File: src/rtl/ascon_pkg.sv
// ascon_pkg: shared types and constants for the ASCON-128 control sequencer.
//   - state_e      : controller state encoding
//   - ctrl_out_t   : registered strobe/status bundle driven by the controller
//   - ROUND_*      : permutation round bounds (pa = 0..11, pb = 6..11)
package ascon_pkg;

  localparam int unsigned ROUND_W = 4;
  localparam int unsigned BLOCK_W = 3;

  localparam logic [ROUND_W-1:0] ROUND_A_START = 4'd0;
  localparam logic [ROUND_W-1:0] ROUND_B_START = 4'd6;
  localparam logic [ROUND_W-1:0] ROUND_LAST    = 4'd11;

  typedef enum logic [2:0] {
    ST_IDLE    = 3'd0,
    ST_INIT    = 3'd1,
    ST_WAIT_AD = 3'd2,
    ST_AD      = 3'd3,
    ST_WAIT_PT = 3'd4,
    ST_PT      = 3'd5,
    ST_FINAL   = 3'd6,
    ST_TAG     = 3'd7
  } state_e;

  typedef struct packed {
    logic busy;
    logic data_ready;
    logic perm_ena;
    logic perm_init;
    logic xor_key_begin;
    logic xor_key_end;
    logic xor_data_begin;
    logic xor_lsb_end;
    logic cipher_valid;
    logic tag_valid;
    logic ena_block;
    logic init_block;
  } ctrl_out_t;

endpackage

File: src/rtl/ascon_ctrl_fsm_if.sv
// ascon_ctrl_fsm_if: data handshake and block-counter link of the sequencer.
//   data_valid  : input block available          (source -> controller)
//   data_ready  : controller accepts a block     (controller -> source)
//   block_idx   : current block index            (counter -> controller)
//   ena_block   : block counter enable           (controller -> counter)
//   init_block  : block counter clear            (controller -> counter)
// Modports: master = data source / block counter side, slave = controller.
interface ascon_ctrl_fsm_if;
  import ascon_pkg::*;

  logic               data_valid;
  logic               data_ready;
  logic [BLOCK_W-1:0] block_idx;
  logic               ena_block;
  logic               init_block;

  modport master (
    output data_valid,
    output block_idx,
    input  data_ready,
    input  ena_block,
    input  init_block
  );

  modport slave (
    input  data_valid,
    input  block_idx,
    output data_ready,
    output ena_block,
    output init_block
  );

endinterface

File: src/rtl/counter_round.sv
// counter_round: permutation round counter with load and increment.
//   clock_i, resetb_i : clock, async active-low reset (clears to 0)
//   ena_i             : increment by one
//   load_i            : load load_val_i (takes priority over ena_i)
//   round_o           : registered round index
//   round_nxt_c       : value round_o takes at the next edge
module counter_round
  import ascon_pkg::*;
(
  input  logic               clock_i,
  input  logic               resetb_i,
  input  logic               ena_i,
  input  logic               load_i,
  input  logic [ROUND_W-1:0] load_val_i,
  output logic [ROUND_W-1:0] round_o,
  output logic [ROUND_W-1:0] round_nxt_c
);

  logic [ROUND_W-1:0] round_q;
  logic [ROUND_W-1:0] round_d;

  // Next value; holds when neither load nor enable is set.
  always_comb begin
    round_d = round_q;
    if (load_i) begin
      round_d = load_val_i;
    end else if (ena_i) begin
      round_d = round_q + ROUND_W'(1);
    end
  end

  always_ff @(posedge clock_i or negedge resetb_i) begin
    if (!resetb_i) begin
      round_q <= '0;
    end else begin
      round_q <= round_d;
    end
  end

  assign round_o     = round_q;
  assign round_nxt_c = round_d;

endmodule

File: src/rtl/ascon_ctrl_fsm.sv
// ascon_ctrl_fsm: ASCON-128 encryption sequencer (init, AD, PT, finalisation).
//   clock_i, resetb_i  : clock, async active-low reset
//   start_i            : start a new message (ignored while busy)
//   bus_if (slave)     : data_valid/data_ready handshake and block counter
//                        link (block_idx in, ena_block/init_block out)
//   round_o            : permutation round index
//   perm_ena_o         : permutation executes a round this cycle
//   perm_init_o        : state loads IV||K||N
//   xor_key_begin_o    : XOR 0||K||0 before the round
//   xor_key_end_o      : XOR 0*||K after the round
//   xor_data_begin_o   : XOR data block into the rate before the round
//   xor_lsb_end_o      : domain-separation LSB XOR after the round
//   cipher_valid_o     : ciphertext block valid
//   tag_valid_o        : one-cycle tag/completion pulse
//   busy_o             : controller not idle
// All outputs are registered; they are decoded from the next state and
// next round so they line up with the state/round they describe.
module ascon_ctrl_fsm
  import ascon_pkg::*;
#(
  parameter int unsigned NB_AD_BLOCKS = 1,
  parameter int unsigned NB_PT_BLOCKS = 4
) (
  input  logic               clock_i,
  input  logic               resetb_i,
  input  logic               start_i,
  ascon_ctrl_fsm_if.slave    bus_if,
  output logic [ROUND_W-1:0] round_o,
  output logic               perm_ena_o,
  output logic               perm_init_o,
  output logic               xor_key_begin_o,
  output logic               xor_key_end_o,
  output logic               xor_data_begin_o,
  output logic               xor_lsb_end_o,
  output logic               cipher_valid_o,
  output logic               tag_valid_o,
  output logic               busy_o
);

  localparam logic HAS_AD = (NB_AD_BLOCKS != 0);
  localparam logic [BLOCK_W-1:0] LAST_AD_IDX =
    BLOCK_W'((NB_AD_BLOCKS == 0) ? 0 : NB_AD_BLOCKS - 1);
  localparam logic [BLOCK_W-1:0] LAST_PT_IDX =
    BLOCK_W'((NB_PT_BLOCKS == 0) ? 0 : NB_PT_BLOCKS - 1);

  state_e             state_q;
  state_e             state_d;
  ctrl_out_t          out_q;
  ctrl_out_t          out_d;
  logic               rnd_ena;
  logic               rnd_load;
  logic [ROUND_W-1:0] rnd_load_val;
  logic [ROUND_W-1:0] round_q;
  logic [ROUND_W-1:0] round_d;
  logic               round_last;
  logic               ad_last;
  logic               pt_last;

  assign round_last = (round_q == ROUND_LAST);
  // Block index is stable for a whole block; it only moves after ena_block.
  assign ad_last    = (bus_if.block_idx == LAST_AD_IDX);
  assign pt_last    = (bus_if.block_idx == LAST_PT_IDX);

  counter_round u_counter_round (
    .clock_i     (clock_i),
    .resetb_i    (resetb_i),
    .ena_i       (rnd_ena),
    .load_i      (rnd_load),
    .load_val_i  (rnd_load_val),
    .round_o     (round_q),
    .round_nxt_c (round_d)
  );

  // Next-state and round-counter control.
  always_comb begin
    state_d      = state_q;
    rnd_ena      = 1'b0;
    rnd_load     = 1'b0;
    rnd_load_val = ROUND_A_START;
    case (state_q)
      ST_IDLE: begin
        if (start_i) begin
          state_d  = ST_INIT;
          rnd_load = 1'b1;
        end
      end
      ST_INIT: begin
        if (round_last) begin
          state_d = HAS_AD ? ST_WAIT_AD : ST_WAIT_PT;
        end else begin
          rnd_ena = 1'b1;
        end
      end
      ST_WAIT_AD: begin
        if (bus_if.data_valid) begin
          state_d      = ST_AD;
          rnd_load     = 1'b1;
          rnd_load_val = ROUND_B_START;
        end
      end
      ST_AD: begin
        if (round_last) begin
          state_d = ad_last ? ST_WAIT_PT : ST_WAIT_AD;
        end else begin
          rnd_ena = 1'b1;
        end
      end
      ST_WAIT_PT: begin
        if (bus_if.data_valid) begin
          rnd_load = 1'b1;
          if (pt_last) begin
            state_d = ST_FINAL;
          end else begin
            state_d      = ST_PT;
            rnd_load_val = ROUND_B_START;
          end
        end
      end
      ST_PT: begin
        if (round_last) begin
          state_d = ST_WAIT_PT;
        end else begin
          rnd_ena = 1'b1;
        end
      end
      ST_FINAL: begin
        if (round_last) begin
          state_d = ST_TAG;
        end else begin
          rnd_ena = 1'b1;
        end
      end
      ST_TAG: begin
        state_d  = ST_IDLE;
        rnd_load = 1'b1;
      end
      default: begin
        state_d  = ST_IDLE;
        rnd_load = 1'b1;
      end
    endcase
  end

  // Output decode for the upcoming (state, round) pair.
  always_comb begin
    out_d            = '0;
    out_d.busy       = (state_d != ST_IDLE);
    out_d.data_ready = (state_d == ST_WAIT_AD) || (state_d == ST_WAIT_PT);
    out_d.perm_ena   = (state_d == ST_INIT) || (state_d == ST_AD) ||
                       (state_d == ST_PT)   || (state_d == ST_FINAL);
    case (state_d)
      ST_INIT: begin
        out_d.perm_init = (round_d == ROUND_A_START);
        if (round_d == ROUND_LAST) begin
          out_d.xor_key_end = 1'b1;
          out_d.ena_block   = 1'b1;
          out_d.init_block  = 1'b1;
          out_d.xor_lsb_end = !HAS_AD;
        end
      end
      ST_AD: begin
        out_d.xor_data_begin = (round_d == ROUND_B_START);
        if (round_d == ROUND_LAST) begin
          out_d.ena_block   = 1'b1;
          out_d.init_block  = ad_last;
          out_d.xor_lsb_end = ad_last;
        end
      end
      ST_PT: begin
        out_d.xor_data_begin = (round_d == ROUND_B_START);
        out_d.cipher_valid   = (round_d == ROUND_B_START);
        out_d.ena_block      = (round_d == ROUND_LAST);
      end
      ST_FINAL: begin
        out_d.xor_data_begin = (round_d == ROUND_A_START);
        out_d.xor_key_begin  = (round_d == ROUND_A_START);
        out_d.cipher_valid   = (round_d == ROUND_A_START);
        out_d.xor_key_end    = (round_d == ROUND_LAST);
      end
      ST_TAG: begin
        out_d.tag_valid = 1'b1;
      end
      default: begin
      end
    endcase
  end

  // State and registered outputs.
  always_ff @(posedge clock_i or negedge resetb_i) begin
    if (!resetb_i) begin
      state_q <= ST_IDLE;
      out_q   <= '0;
    end else begin
      state_q <= state_d;
      out_q   <= out_d;
    end
  end

  assign round_o           = round_q;
  assign perm_ena_o        = out_q.perm_ena;
  assign perm_init_o       = out_q.perm_init;
  assign xor_key_begin_o   = out_q.xor_key_begin;
  assign xor_key_end_o     = out_q.xor_key_end;
  assign xor_data_begin_o  = out_q.xor_data_begin;
  assign xor_lsb_end_o     = out_q.xor_lsb_end;
  assign cipher_valid_o    = out_q.cipher_valid;
  assign tag_valid_o       = out_q.tag_valid;
  assign busy_o            = out_q.busy;
  assign bus_if.data_ready = out_q.data_ready;
  assign bus_if.ena_block  = out_q.ena_block;
  assign bus_if.init_block = out_q.init_block;

endmodule

File: src/flat_wrapper.sv
// flat-port wrapper written by rule: the top's interface ports become plain ports
module ascon_ctrl_fsm_flat import ascon_pkg::*;
#(
  parameter int unsigned NB_AD_BLOCKS = 1,
  parameter int unsigned NB_PT_BLOCKS = 4
)
  (clock_i, resetb_i, start_i, round_o, perm_ena_o, perm_init_o, xor_key_begin_o, xor_key_end_o, xor_data_begin_o, xor_lsb_end_o, cipher_valid_o, tag_valid_o, busy_o, bus_if_data_valid, bus_if_block_idx, bus_if_data_ready, bus_if_ena_block, bus_if_init_block);
  ascon_ctrl_fsm_if bus_if_i ();
  input  logic clock_i;
  input  logic resetb_i;
  input  logic start_i;
  output logic [ROUND_W-1:0] round_o;
  output logic perm_ena_o;
  output logic perm_init_o;
  output logic xor_key_begin_o;
  output logic xor_key_end_o;
  output logic xor_data_begin_o;
  output logic xor_lsb_end_o;
  output logic cipher_valid_o;
  output logic tag_valid_o;
  output logic busy_o;
  input wire logic [$bits(bus_if_i.data_valid)-1:0] bus_if_data_valid;
  input wire logic [$bits(bus_if_i.block_idx)-1:0] bus_if_block_idx;
  output wire logic [$bits(bus_if_i.data_ready)-1:0] bus_if_data_ready;
  output wire logic [$bits(bus_if_i.ena_block)-1:0] bus_if_ena_block;
  output wire logic [$bits(bus_if_i.init_block)-1:0] bus_if_init_block;
  assign bus_if_i.data_valid = bus_if_data_valid;
  assign bus_if_i.block_idx = bus_if_block_idx;
  assign bus_if_data_ready = bus_if_i.data_ready;
  assign bus_if_ena_block = bus_if_i.ena_block;
  assign bus_if_init_block = bus_if_i.init_block;
  ascon_ctrl_fsm #(.NB_AD_BLOCKS(NB_AD_BLOCKS), .NB_PT_BLOCKS(NB_PT_BLOCKS)) u_core (.clock_i(clock_i), .resetb_i(resetb_i), .start_i(start_i), .bus_if(bus_if_i), .round_o(round_o), .perm_ena_o(perm_ena_o), .perm_init_o(perm_init_o), .xor_key_begin_o(xor_key_begin_o), .xor_key_end_o(xor_key_end_o), .xor_data_begin_o(xor_data_begin_o), .xor_lsb_end_o(xor_lsb_end_o), .cipher_valid_o(cipher_valid_o), .tag_valid_o(tag_valid_o), .busy_o(busy_o));
endmodule
File: config.mk
export PLATFORM = sky130hd
export DESIGN_NAME = ascon_ctrl_fsm_flat
export DESIGN_NICKNAME = d
export VERILOG_FILES = /design/src/rtl/ascon_pkg.sv /design/src/rtl/ascon_ctrl_fsm_if.sv /design/src/rtl/counter_round.sv /design/src/rtl/ascon_ctrl_fsm.sv /design/src/flat_wrapper.sv
export SDC_FILE = /design/constraint.sdc
export NUM_CORES = 1
export LEC_CHECK = 0
export CAP_MARGIN = 20
export CORE_MARGIN = 2
export CORE_UTILIZATION = 53
export CTS_BUF_LIST = sky130_fd_sc_hd__clkbuf_8
export CTS_CLUSTER_SIZE = 25
export DETAILED_ROUTE_END_ITERATION = 10
export GPL_TIMING_DRIVEN = 0
export PLACE_DENSITY = 0.87
export SLEW_MARGIN = 15
export SYNTH_ARGS = -nofsm -noshare
export SYNTH_HDL_FRONTEND = slang
export SYNTH_SLANG_ARGS = --single-unit
File: constraint.sdc
create_clock -name clock_i -period 2 [get_ports clock_i]
set_input_delay 0.4 -clock clock_i [delete_from_list [all_inputs] [get_ports clock_i]]
set_output_delay 0.4 -clock clock_i [all_outputs]
set_load 0.02 [all_outputs]
Word-level counts from Yosys, hierarchy flattened:

Index checks and enable logic that the tools add are counted.

* register bits: 19
* input port bits: 7
* output and inout port bits: 16
* word-level logic and storage cells: 78

* add/subtract/negate cells: 1
* equal/unequal tests: 18
* multiplexer cells: 34
* reduce and logical (&&, ||, !) cells: 11

Operators by type and width (number)
* $mux W3: 10
* $eq A3 B3 Y1 const B: 8
* $pmux W3 S8: 1
* $eq A3 B2 Y1 const B: 5
* $mux W4: 3
* $mux W1: 10
* $eq A4 B4 Y1 const B: 2
* $pmux W1 S2: 4
* $pmux W4 S2: 1
* $eq A3 B1 Y1 const B: 2
* $logic_not A3 Y1: 2
* $mux W2: 3
* $pmux W1 S3: 2
* $add A4 B1 Y4 const B: 1
* $eq A4 B3 Y1 const B: 1
* $logic_not A4 Y1: 1
* $logic_or A1 B1 Y1: 4
* $reduce_or A2 Y1: 2
* $reduce_or A4 Y1: 1
* $reduce_bool A3 Y1: 1

Longest topological paths before layout:

* depth after elaboration: 8
* mapped depth: 7
* gate-level depth less buffers: 6

Cells and area by module:

From an unflattened synthesis, not the netlist that was laid out.

* cells, all modules: 99
* area, all modules: 1022.2 µm²

Modules (own cells, without submodules)
* ascon_ctrl_fsm: instances 1, cells each 81, area each 819.5 µm², seq. area each 375.4 µm²
* counter_round: instances 1, cells each 18, area each 202.7 µm², seq. area each 100.1 µm²

Worst setup path before layout:

OpenSTA, ideal clock, no wires.

* kind: reg-to-reg
* start: reg u_core.u_counter_round.round_q[0], in the netlist u_core.u_counter_round.round_o[0]
* end: reg u_core.out_q (netlist bit u_core.bus_if.init_block)
* setup time: 0.094 ns
* arrival time: 1.694 ns
* data required time: 1.906 ns
* setup slack: 0.212 ns
* stages on the path, launching flop included: 7
* buffers on the path: 0
* clock period less this slack: 1.788 ns
* cell sequence: dfrtp_1 > ha_1 > nand3b_1 > nor2_1 > o31ai_1 > nand2_1 > a211oi_1

RTL lines
* from (decl): RTL line counter_round.sv:19 `logic [ROUND_W-1:0] round_q;`
* from (signal assigned): RTL line counter_round.sv:36 `round_q <= round_d;`
* to (signal assigned): RTL line ascon_ctrl_fsm.sv:195 `out_q <= out_d;`
* to (decl): RTL line ascon_ctrl_fsm.sv:48 `ctrl_out_t out_q;`

==> results.cfg <==
[outcome]
run_status = finished clean

[worst_hold_path]
holdCritPathClass = in -> async

[critical_path]
crit_path_start_kind = flop
crit_slowest_cell = sky130_fd_sc_hd__dfrtp_2
cp_data_required_time_ns = 2.16
end_kind = flop
crit_path_cell_trace = ha_2 -> nand3b_1 -> a21oi_2 -> a31oi_4 -> nand2b_1 -> a211oi_1
worstSetupPathType = reg -> reg
cp_top_family = compound AO/OA/AOI/OAI gates
regToRegSetupSlack_ns = 0.06
critical_path_arrival_ns = 2.11
r2r.worst_path.cells = 6
worstPathMaxFanout = 8
path_buf_inv = 0
r2r_start = u_core.u_counter_round.round_o[1]
critical_path_cell_count = 6
critical-path-max-stage-delay_ns = 0.44
regToRegEndpoint = u_core.xor_key_end_o

[pwr]
power.ir.vdd_worst_mv = 0.916
p_leak_nw = 0.645
power_frac_comb = 0.606
power_density_nw_per_um2 = 1460
sequentialPowerShare = 0.273
netSwitchingFraction = 0.453
power.internal_w = 0.00121
clockPowerShare = 0.121
total_switching_power_w = 0.00100

[clocking]
htreeDepth = 1
tritoncts = built
path_clk_slew_ns = 0.07
clk-insertion-delay-late_ns = 0.26
tritoncts.num_buffers = 3
tritoncts_num_sinks = 19
clk_root_buffer_cell = sky130_fd_sc_hd__clkbuf_8
clockBufferDepth = 2

[routing]
detail_route.wl_per_cell_um = 17.7
totalWireLength_um = 3090
ant_nets = 0
drt-initial-drc-count = 60
dr.pass1.iters = 4
viasPerCell = 6.37
vias = 1115
post-route-drc-count = 0

[global_routing]
globalRoute.busiestLayer = met2
grt_start_max_net_pins = 20
antenna_found_initial = 0
met1_usage = 0.312
grt_use_met3 = 0.0357
global_route.overflow_total = 0
grt_use_met2 = 0.443
first_global_vias = 1057
groute.usage.overall = 0.255
grt_pass1_wl_um = 4920

[sta]
finalSetupTns_ns = 0
drv_slew = 0
timing.clock.skew_ns = 0.00611
timing.final.hold_violations = 0
grt_setup_unrepaired = yes
final_clock_period_utilization_by_the_worst_path = 0.972
worstMarginPinSlew_ns = 0.885
setup_violations = 0
final.min_clock_period_ns = 1.94
relSlewSlack = 0.408
fmaxAchievable_ghz = 0.514

[yosys]
yosysSeqAreaShare = 0.410
synth.ff_latch_count = 19
syn_area_per_cell_um2 = 9.66
synthDistinctLibCells = 53
edff_count_synth = 0
synth-main-ff-cell = sky130_fd_sc_hd__dfrtp_1
netlist_area_um2 = 1160
synth.net_count = 128
synth.yosys.warnings = 0
asyncSetResetFlopFracSynth = 1.00
syn-instance-count = 120

[cells_and_area]
antennaDiodeCount = 0
fraction_of_final_layout_cells_with_drive_strength_greater_than_1 = 0.189
largest_register_ff_count = 4
layout.nets = 157
area_growth_pct = 30.2
fin_area_um2 = 1510

[placement]
port-buffer-count = 22
place_hpwl_um = 2050
place_congestion = 0.908
total_cell_area_at_the_placement_stage_um2 = 1410

[floorplan]
chipWidth_um = 50.8
core_region_area_um2 = 2000
placement_rows = 16
die-height_um = 50.8
initial_utilization = 0.579
design.portCount = 23
dieArea_um2 = 2580

[job]
max_cap_violations = 0
cells in the final DEF (no fill, tap or decap), types with 2 or more instances in the layout:
cell,Yosys,routed
sky130_fd_sc_hd__a31oi_1,3,3
sky130_fd_sc_hd__dfrtp_1,19,17
sky130_fd_sc_hd__o21ai_2,2,2
sky130_fd_sc_hd__and3_1,2,2
sky130_fd_sc_hd__nand2_1,13,13
sky130_fd_sc_hd__a211oi_1,2,2
sky130_fd_sc_hd__o21ai_0,3,3
sky130_fd_sc_hd__nor2_1,8,8
sky130_fd_sc_hd__o211ai_1,4,4
sky130_fd_sc_hd__inv_1,4,4
sky130_fd_sc_hd__nor3_1,5,5
sky130_fd_sc_hd__a21oi_1,3,2
sky130_fd_sc_hd__dfrtp_2,0,2
sky130_fd_sc_hd__clkdlybuf4s50_1,0,21
sky130_fd_sc_hd__clkbuf_8,0,3
sky130_fd_sc_hd__nor2b_1,3,2
sky130_fd_sc_hd__nand3b_1,3,3
sky130_fd_sc_hd__nand2b_1,2,2
sky130_fd_sc_hd__buf_6,3,3
sky130_fd_sc_hd__nand4b_1,2,2
sky130_fd_sc_hd__buf_2,2,2
sky130_fd_sc_hd__and3b_1,2,2
sky130_fd_sc_hd__buf_4,1,3
sky130_fd_sc_hd__o22ai_1,2,2
synthesized netlist by cell type, types with 2 or more instances:
library cell               instances  area [um2]
sky130_fd_sc_hd__a211oi_1          2        15.0
sky130_fd_sc_hd__nand2_1          13        48.8
sky130_fd_sc_hd__nand4b_1          2        17.5
sky130_fd_sc_hd__o22ai_1           2        12.5
sky130_fd_sc_hd__nor2_1            8        30.0
sky130_fd_sc_hd__o21ai_0           3        15.0
sky130_fd_sc_hd__nor3_1            5        25.0
sky130_fd_sc_hd__dfrtp_1          19         475
sky130_fd_sc_hd__nor2b_1           3        18.8
sky130_fd_sc_hd__buf_2             2        10.0
sky130_fd_sc_hd__and3b_1           2        17.5
sky130_fd_sc_hd__nand3b_1          3        22.5
sky130_fd_sc_hd__a31oi_1           3        18.8
sky130_fd_sc_hd__o211ai_1          4        30.0
sky130_fd_sc_hd__a21oi_1           3        15.0
sky130_fd_sc_hd__and3_1            2        12.5
sky130_fd_sc_hd__buf_6             3        33.8
sky130_fd_sc_hd__o21ai_2           2        17.5
sky130_fd_sc_hd__inv_1             4        15.0
sky130_fd_sc_hd__nand2b_1          2        12.5
area by class of cell:
type | instances | area, um2
fill | 132 | 493
clock buffer | 3 | 41.3
clock inverter | 1 | 5.00
inverter | 4 | 15.0
multi-input combinational | 91 | 647
sequential | 19 | 478
timing repair buffer | 24 | 238
tap | 27 | 33.8
buffer | 6 | 51.3
worst max-delay path by stage:
stage	start	end
finish	u_core.u_counter_round.round_o[1]	u_core.xor_key_end_o
global route	u_core.u_counter_round.round_o[0]	u_core.bus_if.init_block
CTS	u_core.u_counter_round.round_o[0]	u_core.xor_key_end_o
detailed placement	bus_if_data_valid	u_core.xor_key_end_o
global placement	bus_if_block_idx[2]	u_core.xor_key_end_o
floorplan	u_core.u_counter_round.round_o[0]	u_core.bus_if.init_block
through the flow:
step                      std cells  hold slack, ns   util  total power, W  worst slack, ns
after floorplan                 120           0.104      -         0.00143            0.212
after global placement          169           0.719  0.706         0.00178           -0.108
after detailed placement        169           0.728  0.706         0.00182           -0.166
after CTS                       173           0.664  0.731         0.00210           0.0305
after global routing            175           0.736  0.754         0.00234          -0.0969
final                           175           0.639  0.754         0.00221           0.0558
power by group through the flow:
| stage | Clock (W) | Sequential (W) | Combinational, W |
|---|---|---|---|
| finish | 0.000268 | 0.000602 | 0.00134 |
| global route | 0.000289 | 0.000619 | 0.00143 |
| CTS | 0.000269 | 0.000593 | 0.00124 |
| detailed placement | 0 | 0.000599 | 0.00122 |
| global placement | 0 | 0.000593 | 0.00118 |
| floorplan | 0 | 0.000697 | 0.000735 |
per-layer routing:
layer	routed length, um	vias to the layer above
met1	1150	522
met4	97	0
met5	0	-
li1	-	500
met2	1580	75
met3	269	18
cell families after synthesis:
group / count (synthesis) / share of synthesized area
and+or+nand+nor: 54 / 0.280
AOI/OAI and AO/OA: 33 / 0.218
DFF: 19 / 0.410
buffers and inverters: 10 / 0.0572
xor gates and xnor gates: 2 / 0.0151
muxes: 1 / 0.00864
adders and majority gates: 1 / 0.0108
timing repair:
action	4_1_cts	5_1_grt
pin swaps	0	1
endpoints found under the hold margin	0	0
buffers inserted	0	2
endpoints found under the setup margin	2	9
gates resized for setup	1	8
hold buffers	0	0
Power figures use the tool's default switching activity.
